==> config.mk <==
export PLATFORM = sky130hd
export DESIGN_NAME = spatial_channel_sequencer
export DESIGN_NICKNAME = d
export VERILOG_FILES = /design/src/rtl/spatial_seq_pkg.sv /design/src/rtl/spatial_seq_addr_gen.sv /design/src/rtl/spatial_channel_sequencer.sv
export SDC_FILE = /design/constraint.sdc
export NUM_CORES = 1
export LEC_CHECK = 0
export BUFFER_PORTS_ARGS = -buffer_cell sky130_fd_sc_hd__buf_2
export CELL_PAD_IN_SITES_DETAIL_PLACEMENT = 0
export CELL_PAD_IN_SITES_GLOBAL_PLACEMENT = 1
export CORE_MARGIN = 1.5
export CORE_UTILIZATION = 26
export CTS_CLUSTER_DIAMETER = 100
export DETAILED_ROUTE_END_ITERATION = 16
export PLACE_DENSITY_LB_ADDON = 0.1
export SYNTH_ARGS = -nofsm -noshare
export SYNTH_HDL_FRONTEND = slang
export SYNTH_SLANG_ARGS = --single-unit
==> constraint.sdc <==
create_clock -name clk -period 5 [get_ports clk]
set_clock_uncertainty 0.15 [all_clocks]
set_input_delay 0.5 -clock clk [delete_from_list [all_inputs] [get_ports clk]]
set_output_delay 0.5 -clock clk [all_outputs]
set_load 0.03 [all_outputs]
==> src/rtl/spatial_seq_pkg.sv <==
// Shared types and sizing for the spatial encoder front-end sequencer.
`ifndef MAX_NUM_CHANNEL_WIDTH
`define MAX_NUM_CHANNEL_WIDTH 4
`endif

package spatial_seq_pkg;
    localparam int CH_W   = `MAX_NUM_CHANNEL_WIDTH;
    localparam int MAX_CH = 1 << CH_W;
    localparam int LVL_W  = 5;
    localparam int FEAT_W = MAX_CH * LVL_W;

    typedef enum logic [1:0] {IDLE, ISSUE, STREAM, WAIT_OUT} seq_state_e;

    function automatic logic [LVL_W-1:0] level_of(input logic [FEAT_W-1:0] feat,
                                                  input logic [CH_W-1:0]   ch);
        return feat[ch*LVL_W +: LVL_W];
    endfunction

    // Channel count carries one extra bit so MAX_CH itself is representable.
    function automatic logic [CH_W:0] sat_num_ch(input logic [CH_W-1:0] n);
        logic [CH_W:0] w;
        w = {1'b0, n};
        return (w > MAX_CH[CH_W:0]) ? MAX_CH[CH_W:0] : w;
    endfunction
endpackage

==> src/rtl/spatial_seq_addr_gen.sv <==
// Feature register, channel index and IM/CIM read address generation.
module spatial_seq_addr_gen
    import spatial_seq_pkg::*;
(
    input  logic               clk,
    input  logic               rst,
    input  logic               load,
    input  logic [FEAT_W-1:0]  feat_in,
    input  seq_state_e         state,
    input  logic               din_ready,
    input  logic [CH_W:0]      num_ch,
    output logic [CH_W-1:0]    idx,
    output logic               advance,
    output logic               last,
    output logic               im_rd_en,
    output logic [CH_W-1:0]    im_addr,
    output logic               cim_rd_en,
    output logic [LVL_W-1:0]   cim_addr
);
    logic [FEAT_W-1:0] feat;
    logic              stall;
    logic              rd;
    logic [CH_W-1:0]   rd_ch;

    always_comb begin
        // Channel 0 is the only handshaken beat; while it waits, re-read it so ROM data stays valid.
        stall   = (state == STREAM) && (idx == '0) && !din_ready;
        advance = (state == STREAM) && !stall;
        last    = ({1'b0, idx} + 1'b1) >= num_ch;
        rd      = 1'b0;
        rd_ch   = '0;
        case (state)
            ISSUE: begin
                rd    = 1'b1;
                rd_ch = '0;
            end
            STREAM: begin
                if (stall) begin
                    rd    = 1'b1;
                    rd_ch = idx;
                end else if (!last) begin
                    rd    = 1'b1;
                    rd_ch = idx + 1'b1;
                end
            end
            default: ;
        endcase
        im_rd_en  = rd;
        cim_rd_en = rd;
        im_addr   = rd_ch;
        cim_addr  = rd ? level_of(feat, rd_ch) : '0;
    end

    always_ff @(posedge clk or posedge rst) begin
        if (rst) begin
            feat <= '0;
            idx  <= '0;
        end else begin
            if (load)
                feat <= feat_in;
            if (state != STREAM)
                idx <= '0;
            else if (advance && !last)
                idx <= idx + 1'b1;
        end
    end
endmodule

==> src/rtl/spatial_channel_sequencer.sv <==
// Walks channels of one sample through IM/CIM ROM reads and issues one encoder job.
module spatial_channel_sequencer
    import spatial_seq_pkg::*;
(
    input  logic                               clk,
    input  logic                               rst,
    input  logic                               sample_valid,
    output logic                               sample_ready,
    input  logic [MAX_CH*LVL_W-1:0]            sample_feat,
    input  logic [`MAX_NUM_CHANNEL_WIDTH-1:0]  cfg_num_channel,
    output logic                               im_rd_en,
    output logic [`MAX_NUM_CHANNEL_WIDTH-1:0]  im_addr,
    output logic                               cim_rd_en,
    output logic [LVL_W-1:0]                   cim_addr,
    output logic                               enc_din_valid,
    input  logic                               enc_din_ready,
    output logic [`MAX_NUM_CHANNEL_WIDTH-1:0]  enc_num_channel,
    input  logic                               enc_hvout_fire,
    output logic                               busy,
    output logic                               err_zero_ch,
    output logic [15:0]                        sample_count
);
    seq_state_e      state;
    logic [CH_W:0]   num_ch;
    logic [CH_W-1:0] idx;
    logic            advance;
    logic            last;
    logic            sample_fire;

    assign sample_ready    = (state == IDLE);
    assign busy            = (state != IDLE);
    assign sample_fire     = sample_valid && sample_ready;
    assign enc_din_valid   = (state == STREAM) && (idx == '0);
    assign enc_num_channel = num_ch[CH_W-1:0];

    spatial_seq_addr_gen u_addr_gen (
        .clk       (clk),
        .rst       (rst),
        .load      (sample_fire),
        .feat_in   (sample_feat),
        .state     (state),
        .din_ready (enc_din_ready),
        .num_ch    (num_ch),
        .idx       (idx),
        .advance   (advance),
        .last      (last),
        .im_rd_en  (im_rd_en),
        .im_addr   (im_addr),
        .cim_rd_en (cim_rd_en),
        .cim_addr  (cim_addr)
    );

    always_ff @(posedge clk or posedge rst) begin
        if (rst) begin
            state        <= IDLE;
            num_ch       <= '0;
            err_zero_ch  <= 1'b0;
            sample_count <= '0;
        end else begin
            err_zero_ch <= 1'b0;
            case (state)
                IDLE: begin
                    if (sample_fire) begin
                        num_ch <= sat_num_ch(cfg_num_channel);
                        if (cfg_num_channel == '0)
                            err_zero_ch <= 1'b1;
                        else
                            state <= ISSUE;
                    end
                end
                ISSUE:  state <= STREAM;
                STREAM: if (advance && last) state <= WAIT_OUT;
                WAIT_OUT: begin
                    // The encoder output leaving is the only completion event we count.
                    if (enc_hvout_fire) begin
                        sample_count <= sample_count + 16'd1;
                        state        <= IDLE;
                    end
                end
                default: state <= IDLE;
            endcase
        end
    end
endmodule
; ---- Word-level counts from Yosys, hierarchy flattened
; Cells that the tools add are included.
[classes]
addsub = 3
n_mul = 1
n_lt_le_gt_ge = 2
eq_ne = 8
n_shift = 1
mux = 18
reduce_logical = 17
[op_table]
columns = cell, n
row1 = indexed part select 80 x 8 -> 5 bit, 1
row2 = two-way mux 4 bit, 5
row3 = adder 16 x 1 -> 16 bit (second input constant), 1
row4 = two-way mux 5 bit, 2
row5 = zero test 4 bit, 2
row6 = two-way mux 2 bit, 4
row7 = case mux 2 bit (4 select lines), 1
row8 = multiplier 4 x 3 -> 7 bit (second input constant), 1
row9 = logical AND 1 bit, 6
row10 = != test 2 bit (second input constant), 3
row11 = adder 4 x 1 -> 5 bit (second input constant), 1
row12 = greater-or-equal comparator 5 bit, 1
row13 = greater-than comparator 4 x 5 -> 1 bit (second input constant), 1
row14 = two-way mux 1 bit, 5
row15 = adder 4 x 1 -> 4 bit (second input constant), 1
row16 = equality test 2 bit (second input constant), 2
row17 = != test 2 x 1 -> 1 bit (second input constant), 2
row18 = AND reduction 2 bit, 2
row19 = AND reduction 4 bit, 1
row20 = nonzero test 2 bit, 2
row21 = zero test 1 bit, 3
row22 = equality test 2 x 1 -> 1 bit (second input constant), 1
row23 = zero test 2 bit, 1
row24 = case mux 1 bit (2 select lines), 1
[word_totals]
reg_bits = 108
input_bits = 89
word_cells = 56

; ---- Longest topological paths before layout
[depth]
depth_word = 8
mapped_depth = 13

; ---- Hierarchy
; Synthesis repeated with hierarchy kept, for this count alone.
[hier_totals]
hier_cells = 479
hier_area_um2 = 5530.3
[modules_own_cells]
columns = module, n_inst, cells_per_inst, area_each_um2, seq_area_each_um2
row1 = spatial_seq_addr_gen, 1, 384, 4440.5, 2102.0
row2 = spatial_channel_sequencer, 1, 95, 1089.8, 575.6

; ---- Least setup slack after synthesis
; No wires, ideal clock.
[synth_path]
path_type = register to output
start = register u_addr_gen.idx[0]
end = output port cim_addr[1]
arrival_time_ns = 3.212
required_ns = 4.350
path_slack_ns = 1.138
path_stages_with_launch = 13
n_path_buf = 1
path_cell_list = dfrtp_1 > inv_1 > ha_1 > ha_1 > a211oi_1 > o21a_1 > a31oi_2 > inv_2 > buf_2 > mux2_2 > a222oi_1 > o22ai_1 > o21a_1
[synth_via]
elab_chain_len = 8
word_cells_on_any_way = 15
[synth_rtl]
columns = element, line
row1 = start: declaration, spatial_seq_addr_gen.sv:12  ; output logic [CH_W-1:0] idx,
row2 = start signal: assignment, spatial_seq_addr_gen.sv:64  ; idx <= idx + 1'b1;
row3 = adder 4 x 1 -> 5 bit / zero test 4 bit (equally long branches), "spatial_seq_addr_gen.sv:29, spatial_seq_addr_gen.sv:27"
row4 = greater-or-equal comparator 5 bit / logical AND 1 bit (equally long branches), "spatial_seq_addr_gen.sv:29, spatial_seq_addr_gen.sv:27"
row5 = two-way mux 4 bit / logical AND 1 bit (equally long branches), "spatial_seq_addr_gen.sv:41, spatial_seq_addr_gen.sv:27"
row6 = two-way mux 4 bit (*), spatial_seq_addr_gen.sv:38  ; if (stall) begin
row7 = two-way mux 4 bit (*), spatial_seq_addr_gen.sv:32  ; case (state)
row8 = via im_addr[1], spatial_channel_sequencer.sv:12  ; output logic [`MAX_NUM_CHANNEL_WIDTH-1:0] im_addr,
row9 = multiplier 4 x 3 -> 7 bit (*), spatial_seq_pkg.sv:16  ; return feat[ch*LVL_W +: LVL_W];
row10 = indexed part select 80 x 8 -> 5 bit (*), spatial_seq_pkg.sv:16
row11 = two-way mux 5 bit (*), spatial_seq_addr_gen.sv:51  ; cim_addr = rd ? level_of(feat, rd_ch) : '0;
row12 = end: declaration, spatial_channel_sequencer.sv:14  ; output logic [LVL_W-1:0] cim_addr,
; Mark *: on every way through the listed nets, which the timed path passes. The rest lies on a longest branch.

; ---- Worst setup path after layout
[layout_path]
start = register u_addr_gen.idx[0]
end = output port cim_addr[4]
[layout_via]
elab_chain_len = 8
word_cells_on_any_way = 15
[layout_rtl]
columns = element, line
row1 = adder 4 x 1 -> 5 bit / zero test 4 bit (equally long branches), "spatial_seq_addr_gen.sv:29, spatial_seq_addr_gen.sv:27"
row2 = greater-or-equal comparator 5 bit / logical AND 1 bit (equally long branches), "spatial_seq_addr_gen.sv:29, spatial_seq_addr_gen.sv:27"
row3 = two-way mux 4 bit / logical AND 1 bit (equally long branches), "spatial_seq_addr_gen.sv:41, spatial_seq_addr_gen.sv:27"
row4 = two-way mux 4 bit, spatial_seq_addr_gen.sv:38
row5 = two-way mux 4 bit, spatial_seq_addr_gen.sv:32
row6 = multiplier 4 x 3 -> 7 bit, spatial_seq_pkg.sv:16
row7 = indexed part select 80 x 8 -> 5 bit, spatial_seq_pkg.sv:16
row8 = two-way mux 5 bit (*), spatial_seq_addr_gen.sv:51
; Mark *: on every way between the ends. The rest lies on a longest branch, timed or not.

==> parameters.txt <==
Parameter                              Value

Place
  Count of buffers inserted at the top-level ports    123
  HPWL after detailed placement    10.47 mm
  Final weighted congestion in routability-driven placement    0.7675

GRT
  GRT Util Overall    13.96%
  Largest net degree at the start of global routing    71
  Vias in the first global route    3825
  Global route overflow    0
  Initial antenna violation count    0
  Wire length of the first global-routing pass    21.42 mm

Worst setup path
  Critical path launch point type    register
  Data required time at the worst endpoint    4.35 ns
  Endpoint of the worst register-to-register path    state[1]
  Register-to-register setup slack    between 2 and 2.5 ns
  Worst EP arrival    3.95 ns
  Critical path peak fanout    16
  Count of cells along the worst register-to-register path    8
  Beginning of the worst register-to-register path    u_addr_gen.idx[0]
  Endpoint class of the critical path    output port
  Type of the worst setup path    register to output port

STA
  Crit path time final    4.596 ns
  Top achievable clock speed    ~220 MHz
  Worst hold slack across all endpoints    0.1902 ns
  Number of max-slew violations in the final report    0
  Endpoints failing setup    0
  RSZ-0062 raised after global routing    no
  Count of final hold-check violations    0
  Worst slew margin relative to its limit    between 30% and 40%
  Setup TNS    0 ns
  Ratio of final minimum period to clock period    91.92%
  Transition time at the pin with the least slew margin    0.9275 ns

Floorplanning
  Number of placement rows    51
  Horiz. Die Dim    143.6 um
  Die Ht    143.6 um
  Top Ports    124
  Core Box Area    19400 um2
  Full die area    20630 um2
  Starting density of the core    26.50%

Layout
  Area growth from synthesis to final layout    23.22%
  Most frequent cells in the layout    123 x buf_2, 107 x dfrtp_1, 100 x mux2_2, 16 x xnor2_1, 15 x inv_1
  Diodes inserted    0
  Commonest non-fill, non-tap cell in the layout    buf_2
  Fraction of final layout cells with drive strength greater than 1    49.14%
  Net count reported at finish    618

Job
  Max-cap violations    0

Drt
  Post-route DRC violation count    0
  1st-iter DRT viols    237
  Mean routed wirelength per cell    about 18 um
  Detailed-route vias per instance    roughly 4.6
  Remaining antenna violation count after routing    0
  Total vias in the final route    3600
  Final routed wirelength across all metal layers    13.82 mm
  Number of optimization iterations in the first detailed-route pass    7

Clock network
  Number of buffers inserted during clock tree synthesis    9
  Hold-fix buffers at CTS    0
  Postcts setup bufs    0
  Worst-path clk slew    0.07 ns
  Number of gates resized after CTS    0
  Clock tree from TritonCTS    yes
  # H-tree levels    3
  CTS root buf    clkbuf_16
  Buffer levels on the longest clock path    2
  Clk sinks    between 100 and 150
  Source-to-sink clock delay at the later pin of the worst-skew pair    roughly 0.35 ns

Synthesis
  Number of synthesis warnings    0
  Cell area after synthesis    5141 um2
  Synth Net Count    494
  Part of the Yosys area used for sequential elements    between 50% and 60%
  Cell count after synthesis    394
  Yosys cell types    43
  Number of flip-flops and latches in the synthesized netlist    107
  Number of synthesized flops with an enable pin    0
  Proportion of synthesized flip-flops having asynchronous set or reset    100.0%
  Syn_area_per_cell    13.05 um2
  Most frequently used flop master after synthesis    dfrtp_1

Power
  Pwr dens    approximately 630 nW/um2
  Pleak    ~0.0030 uW
  Worst vdd ir    208.2 uV

Hold path
  Worst hold-check path type    input pin to async pin

Outcome
  Run status    complete, no violations
[where the power goes]
group          switching (uW)  internal (uW)  leakage [uW]  total (uW)
Clock                     346            358      0.000145         704
Sequential                245           1250       0.00130        1490
Combinational             970            848       0.00157        1820
Total                    1560           2460       0.00302        4020
[per-layer routing]
layer  track usage (%)  up-vias  part of all wire (%)
li1                  -     1681                     -
met1             17.42     1810                    44
met2             23.41      101                    49
met4             3.061        0                  0.85
met5                 0        -                     0
met3             4.632        8                   6.2
[stage by stage]
step	instances	total power [uW]	setup WS (ns)	cell area [um2]	utilization, %
detailed placement	772	3367	0.7945	6048	31.18
CTS	788	4092	0.3661	6335	32.66
global route	788	4301	0.1050	6335	32.66
floorplan	394	2832	1.138	5141	-
finish	788	4017	0.4039	6335	32.66
global placement	772	3343	0.9106	6048	31.18
[registers in the layout (all words and copies together) (netlist names)]
| name | count |
|---|---|
| num_ch | 4 |
| u_addr_gen.idx | 4 |
| err_zero_ch | 1 |
| u_addr_gen.feat | 80 |
| state | 2 |
| sample_count | 16 |
[layout make-up]
cell class                      instances  area [um2]
Clock buffer                           10       239.0
Clock inverter                          6       47.55
Fill cell                            2019       13060
Inverter                               17       66.31
Multi-Input combinational cell        253        2305
Sequential cell                       107        2678
Tap cell                              265       331.6
Timing Repair Buffer                  130       668.1
[critical path: stages, from the launching register on]
cell	delay [ns]
dfrtp_1	0.46
inv_1	0.10
ha_1	0.35
ha_1	0.29
a211oi_1	0.42
o21a_1	0.23
a31oi_2	0.12
inv_2	0.35
and2_0	0.36
buf_4	0.24
a222oi_1	0.11
o211ai_1	0.18
a21o_1	0.18
buf_2	0.20
[how the worst max path moves through the flow]
stage / startpoint / to / cells after the start
after detailed placement: u_addr_gen.idx[0] / cim_addr[4] / 13
after global routing: u_addr_gen.idx[0] / cim_addr[4] / 13
after global placement: state[0] / cim_addr[4] / 12
after CTS: u_addr_gen.idx[0] / cim_addr[4] / 13
after floorplan: u_addr_gen.idx[0] / cim_addr[1] / 12
final: u_addr_gen.idx[0] / cim_addr[4] / 13
[kinds of logic (layout without fill, tap and decap cells)]
kind of cell | after synthesis | after routing | synth area share [%]
AO/OA/AOI/OAI | 55 | 55 | 8.737
XOR/XNOR | 21 | 21 | 3.577
adder cells (fa/ha/maj) | 11 | 11 | 2.677
buffers and inverters | 34 | 163 | 3.237
flip-flops | 107 | 107 | 52.08
multiplexers | 107 | 107 | 23.27
AND/OR/NAND/NOR | 59 | 59 | 6.425
[cell usage after synthesis (5+ instances only)]
library cell  instances  area share, %
a222oi_1             14            2.7
ha_1                 11            2.7
xor2_1                5           0.85
nand2_1              13           0.95
a21o_1                6           0.88
xnor2_1              16            2.7
a22oi_1               5           0.73
nor2_1               14            1.0
nand3_1               9           0.88
clkbuf_1             10           0.73
inv_1                16            1.2
dfrtp_1             107             52
mux2i_1               7            1.4
mux2_2              100             22
(Power assumes the default switching activity.)
